$ cat src/rtl/pc_sequencer.sv
// pc_sequencer: fetch/decode/execute/writeback control FSM driving PC select/load and datapath strobes.
module pc_sequencer #(
    parameter int CNT_W = 16
) (
    input  logic             clk,
    input  logic             rst_n,
    input  logic             start,
    input  logic             imem_ready,
    input  logic             halt_instr,
    input  logic             stall,
    input  logic             branch_taken,
    output logic [1:0]       sel_pc,
    output logic             load_pc,
    output logic             imem_req,
    output logic             load_ir,
    output logic             exec_en,
    output logic             wb_en,
    output logic             busy,
    output logic             halted,
    output logic [CNT_W-1:0] retired_cnt
);
    typedef enum logic [2:0] {
        IDLE,
        LOAD_START,
        FETCH,
        DECODE,
        EXECUTE,
        WRITEBACK,
        HALT
    } state_t;

    state_t           state_q, state_d;
    logic [CNT_W-1:0] cnt_q, cnt_d;

    always_ff @(posedge clk or negedge rst_n) begin
        if (!rst_n) begin
            state_q <= IDLE;
            cnt_q   <= '0;
        end else begin
            state_q <= state_d;
            cnt_q   <= cnt_d;
        end
    end

    always_comb begin
        state_d  = state_q;
        cnt_d    = cnt_q;
        sel_pc   = 2'b00;
        load_pc  = 1'b0;
        imem_req = 1'b0;
        load_ir  = 1'b0;
        exec_en  = 1'b0;
        wb_en    = 1'b0;
        busy     = 1'b0;
        halted   = 1'b0;
        case (state_q)
            IDLE: state_d = start ? LOAD_START : IDLE;
            LOAD_START: begin
                sel_pc  = 2'b01;
                load_pc = 1'b1;
                busy    = 1'b1;
                cnt_d   = '0;
                state_d = FETCH;
            end
            FETCH: begin
                imem_req = 1'b1;
                load_ir  = imem_ready;
                busy     = 1'b1;
                state_d  = imem_ready ? DECODE : FETCH;
            end
            DECODE: begin
                busy    = 1'b1;
                state_d = halt_instr ? HALT : EXECUTE;
            end
            EXECUTE: begin
                exec_en = 1'b1;
                busy    = 1'b1;
                state_d = stall ? EXECUTE : WRITEBACK;
            end
            WRITEBACK: begin
                sel_pc  = branch_taken ? 2'b11 : 2'b00;
                load_pc = 1'b1;
                wb_en   = 1'b1;
                busy    = 1'b1;
                cnt_d   = cnt_q + 1'b1;
                state_d = FETCH;
            end
            HALT: begin
                halted  = 1'b1;
                state_d = start ? LOAD_START : HALT;
            end
            default: state_d = IDLE;
        endcase
    end

    assign retired_cnt = cnt_q;
endmodule

$ cat config.mk
export PLATFORM = sky130hd
export DESIGN_NAME = pc_sequencer
export DESIGN_NICKNAME = d
export VERILOG_FILES = /design/src/rtl/pc_sequencer.sv
export SDC_FILE = /design/constraint.sdc
export NUM_CORES = 1
export LEC_CHECK = 0
export CORE_MARGIN = 3
export CORE_UTILIZATION = 60
export CTS_BUF_LIST = sky130_fd_sc_hd__clkbuf_16
export CTS_CLUSTER_DIAMETER = 40
export DETAILED_ROUTE_END_ITERATION = 16
export DONT_BUFFER_PORTS = 1
export GPL_TIMING_DRIVEN = 0
export PLACE_DENSITY = 0.76
export SLEW_MARGIN = 20
export SYNTH_ARGS = -nofsm -noshare
export SYNTH_HDL_FRONTEND = slang
export SYNTH_SLANG_ARGS = --single-unit
export TNS_END_PERCENT = 100
$ cat constraint.sdc
create_clock -name clk -period 4.3 [get_ports clk]
set_clock_uncertainty 0.15 [all_clocks]
set_input_delay 0.86 -clock clk [delete_from_list [all_inputs] [get_ports clk]]
set_output_delay 0.86 -clock clk [all_outputs]
set_load 0.1 [all_outputs]
==> results of run 1 <==
## logic make-up after synthesis
group | Yosys count | share of synthesized area, %
AND/OR/NAND/NOR | 57 | 31.21
adder cells (fa/ha/maj) | 1 | 1.200
buffers and inverters | 12 | 4.561
multiplexers | 2 | 2.041
AO/OA/AOI/OAI | 14 | 7.803
XOR/XNOR | 9 | 7.563
flip-flops | 19 | 45.62
## report_power, final
part	leakage [nW]	total, mW	internal [mW]	switching [mW]
logic	0.233	0.460	0.106	0.354
clock network	0.0423	0.186	0.123	0.0622
registers	0.260	0.286	0.200	0.0864
total	0.536	0.932	0.429	0.503
## synth_stat cells (2+ instances only)
master    number
dfrtp_1       19
nor2_1        12
nand2_1       10
a21oi_1        7
inv_1          6
xnor2_1        6
nand3_1        5
nor3_1         5
clkbuf_1       4
o21ai_0        4
nand4_1        3
or3_1          3
xor2_1         3
and2_1         2
buf_2          2
nand2b_1       2
nand3b_1       2
nor3b_1        2
nor4_1         2
or4_1          2
## routing by layer
metal | track usage (%) | vias up | wire length, um | part of all wire (%)
li1 | - | 411 | - | -
met1 | 32.39 | 417 | 960 | 45
met2 | 32.72 | 21 | 1029 | 48
met3 | 4.511 | 4 | 118 | 5.5
met4 | 8.602 | 0 | 25 | 1.2
met5 | 0 | - | 0 | 0
## flip-flops by register name (all words and copies together) (netlist names)
signal       count
retired_cnt     16
state_q          3
## worst paths after layout
kind                                   endpoint  slack [ps]  cells past startpoint
worst max-delay path                  sel_pc[1]         540                      5
worst min-delay path            retired_cnt[13]         150                      0
worst max register to register   retired_cnt[0]        1310                      6
worst min register to register       state_q[0]         490                      2
max in group asynchronous        retired_cnt[8]        3770                      0
min in group clk                     state_q[0]         490                      2
## worst max-delay path, delay by kind of cell (launching register included)
kind                   cells  cell delay [ps]
buffers and inverters      3             1130
DFF                        1              310
and+or+nand+nor            2             1060
## stage by stage
stage | utilization (%) | area, um^2 | hold WS (ps) | setup WS [ps] | std cells
final | 77.78 | 1226 | 153.8 | 539.1 | 137
after global routing | 77.78 | 1226 | 147.6 | 426.8 | 137
after CTS | 76.83 | 1211 | 154.3 | 548.5 | 137
after detailed placement | 71.83 | 1132 | 414.8 | 834.9 | 133
after global placement | 67.70 | 1067 | 414.8 | 95.27 | 130
after floorplan | - | 1047 | 407.0 | 246.2 | 114
## final cells by class
class	count	area [um^2]	area share [%]
flip-flops and latches	19	475.5	38.78
inverters	6	22.52	1.837
plain buffers	6	25.02	2.041
repair buffers	3	46.29	3.775
well taps	16	20.02	1.633
clock inverters	1	3.754	0.3061
multi-input cells	83	558.0	45.51
clock buffers	3	75.07	6.122
==> qor.csv, run 1 <==
metric,value,unit
final_common_cell,dfrtp_1,
clock-sinks,19,
die_w,47.68,um
yosys.area.top_type_share,45.62,%
syn_inst,114,
drt-vias-per-instance,6.226,
crit_required,3290,ps
critPathLaunch,state_q[0],
rsz0062_at_grt,no,
powerDensity,760.2,nW/um^2
r2r_start,state_q[0],
floorplan.initialDensity,66.11,%
finalWirelength,2133,um
hold_class,input port to asynchronous set/reset pin,
synth.distinct_cells,33,
synth_area_per_cell,9.143,um^2
cts-resized-gates,0,
cts_buffers,3,
fin_setup_tns,0,ps
antenna_found_initial,0,
drive_gt1_share,12.40,%
path_cells,buf_2 > nand2b_1 > buf_2 > inv_1 > and3_1,
synth_edf_count,0,
portBuffers,0,
grtUsageTotal,22.36,%
async_flop_share,100.0,%
end_kind,primary output,
area_growth,17.65,%
finalSetupViolCount,0,
wl_per_cell,15.57,um
grt_pass1_wl,3622,um
crit_path_max_incr_delay,920,ps
nNetsFinal,130,
cts_tree,done,
crit_type,flip-flop to primary output,
path_max_fanout,10,
fillers,104,
netlist_area,1042,um^2
drc_errors,0,
ys_warn_count,0,
final_cell_mix,"dfrtp_1, nor2_1, nand2_1, inv_1, xnor2_1",
power_leakage,0.5355,nW
die_h,47.68,um
grt_overflow,0,
clockBufferDepth,2,
worstMarginPinSlew,1084,ps
ir_worst_vdd,0.0008700,V
antenna_cells,0,
yosysSeqAreaShare,45.62,%
drt_iter0_drc,12,
period_share,87.46,%
hold_viol,0,
synth_top_cell_by_area,dfrtp_1,
ant_nets,0,
total_power,0.9321,mW
boundaryPins,32,
cts_hold_buf,0,
critPathSlowestCell,and3_1,
synth.area.top_cells,"dfrtp_1, xnor2_1, nor2_1",
relSlewSlack,27.71,%
hpwl,1558,um
cp_common_cell,buf_2,
coreArea,1577,um^2
grt_max_degree,20,
cap_viol_max_count,0,
min_period,3761,ps
max_freq,265.9,MHz
syn-num-nets,122,
die_area,2273,um^2
crit_path_start_kind,flip-flop,
slew_viol_final,0,
dr_total_vias,853,
num_rows,14,
postCtsSetupBuffers,0,
crit_arrival,2750,ps
clock_latency,250,ps
synth_flop_cell,dfrtp_1,
drt_first_pass_iters,3,
clockRootBuffer,clkbuf_16,
grt_pass1_vias,826,
status,"finished, final reports clean",
path_clk_slew,50,ps
gp_congestion,0.7489,
synth-seq-cells,19,
htreeDepth,1,
(Power assumes the default switching activity.)
==> run 2: changes to the inputs <==
REMOVE_ABC_BUFFERS = 1   (was unset)
TNS_END_PERCENT = unset   (was 100)
==> run 2 against run 1 <==
Sequential share of layout area rose by 1.8 points. Sequential cell count did not move. Register-to-register slack got worse by 150 ps. Critical path depth fell by 2. Largest power group unchanged. Combinational power fell by 20%. Sequential power rose by 14%. Power fell by 5.9%. Clock-buffer cell count did not move. Hold slack got worse by 0.80 ps. Non-clock buffer count fell by 7. Wire length fell by 2.3%.
==> qor.csv, run 2 (synthesis gave the netlist of run 1 again) <==
metric,value,unit,change
status,"finished, final reports clean",,
die_w,47.68,um,unchanged
final_area,1171,um^2,-4.5%
hpwl,1392,um,-11%
gp_congestion,0.7971,,+6.4%
r2r_start,state_q[1],,
relSlewSlack,21.12,%,-6.6 points
power_leakage,0.5147,nW,-3.9%
cts_hold_buf,0,,unchanged
rrSetupSlack,1160,ps,-150 ps
post-place-ws,704.0,ps,-130.9 ps
htreeDepth,1,,unchanged
drc_errors,0,,unchanged
fillers,108,,+3.8%
finalSetupViolCount,0,,unchanged
finalWorstSetupSlack,381.1,ps,-157.9 ps
crit_type,flip-flop to primary output,,
cts_tree,done,,
rsz0062_at_grt,no,,
r2r_end,retired_cnt[0],,
grt_pass1_wl,3318,um,-8.4%
ir_worst_vdd,0.0007355,V,-15%
antenna_cells,0,,unchanged
dr_total_vias,830,,-2.7%
clockBufferDepth,2,,unchanged
clockRootBuffer,clkbuf_16,,
crit_required,3290,ps,about the same
end_kind,primary output,,
nNetsFinal,123,,-5.4%
slew_viol_final,0,,unchanged
boundaryPins,32,,unchanged
num_rows,14,,unchanged
cts-resized-gates,0,,unchanged
min_period,3919,ps,+157.9 ps
antenna_found_initial,0,,unchanged
area_growth,12.36,%,
largest_reg_flops,16,,unchanged
path_clk_slew,50,ps,about the same
worstMarginPinSlew,1184,ps,+99.66 ps
die_area,2273,um^2,unchanged
grt_overflow,0,,unchanged
postCtsSetupBuffers,0,,unchanged
crit_arrival,2910,ps,+160 ps
grt_pass1_vias,729,,-12%
drt-vias-per-instance,6.385,,+2.5%
max_freq,255.2,MHz,-4.0%
crit_path_start_kind,flip-flop,,
grtUsageTotal,21.12,%,-1.2 points
powerDensity,748.7,nW/um^2,-1.5%
final_cell_mix,"dfrtp_1, nor2_1, nand2_1, inv_1, xnor2_1",,
die_h,47.68,um,unchanged
finalWirelength,2084,um,-2.3%
hold_class,input port to asynchronous set/reset pin,,
portBuffers,0,,unchanged
clock_latency,250,ps,about the same
ant_nets,0,,unchanged
coreArea,1577,um^2,unchanged
final_common_cell,dfrtp_1,,
wl_per_cell,16.03,um,+3.0%
drt_iter0_drc,11,,-1
hold_viol,0,,unchanged
drt_first_pass_iters,4,,+1
total_power,0.8768,mW,-5.9%
period_share,91.14,%,+3.7 points
post_dp_cell_area,1085,um^2,-4.2%
holdWs,153.0,ps,-0.7960 ps
cts_buffers,3,,unchanged
clock-sinks,19,,unchanged
rr_worst_depth,4,,-2
path_max_fanout,13,,+3
floorplan.initialDensity,66.11,%,unchanged
drive_gt1_share,11.40,%,-0.99 points
grt_max_degree,20,,unchanged
cap_viol_max_count,0,,unchanged
run 2: cell count changes in the layout (fill, tap and decap cells not counted), sizes merged:
cell    change
clkbuf      -4
buf         -3
run 2: per-layer routing:
metal	GRT usage (%)	up-vias	routed length [um]
li1	-	397	-
met1	25.06	388	903
met2	35.36	40	987
met3	5.639	5	154
met4	9.677	0	39
met5	0	-	0
run 2: through the flow:
stage | instances | setup TNS, ps | util (%)
after floorplan | 108 | -456.7 | -
after global placement | 124 | -557.9 | 65.79
after detailed placement | 126 | 0 | 68.81
after CTS | 130 | 0 | 73.81
after global routing | 130 | 0 | 74.29
final | 130 | 0 | 74.29
run 2: worst max-delay path by stage:
stage                     startpoint        end  slack [ps]  depth (start not counted)
after floorplan           state_q[2]    load_ir        -460                          2
after detailed placement  state_q[1]  sel_pc[1]         700                          3
final                     state_q[1]  sel_pc[1]         380                          3
after global routing      state_q[1]  sel_pc[1]         240                          3
after global placement    state_q[2]    load_ir        -560                          2
after CTS                 state_q[1]  sel_pc[1]         420                          3
run 2: area by class of cell:
cell class                 count  area [um^2]  share of cell area, %
multi-input combinational     83        544.3                  46.47
tap                           16        20.02                  1.709
timing repair buffer           2        30.03                  2.564
sequential                    19        475.5                  40.60
inverter                       6        22.52                  1.923
clock inverter                 1        3.754                 0.3205
clock buffer                   3        75.07                  6.410
run 2: where the power goes:
| part | internal, mW | total [mW] | switching, mW |
|---|---|---|---|
| registers | 0.199 | 0.326 | 0.127 |
| clock network | 0.124 | 0.184 | 0.0609 |
| logic | 0.0712 | 0.366 | 0.295 |
run 2: critical path, stage by stage (launching register included):
cell and delay [ps]:
dfrtp_1 500, nand2b_1 430, inv_1 810, and3_1 920
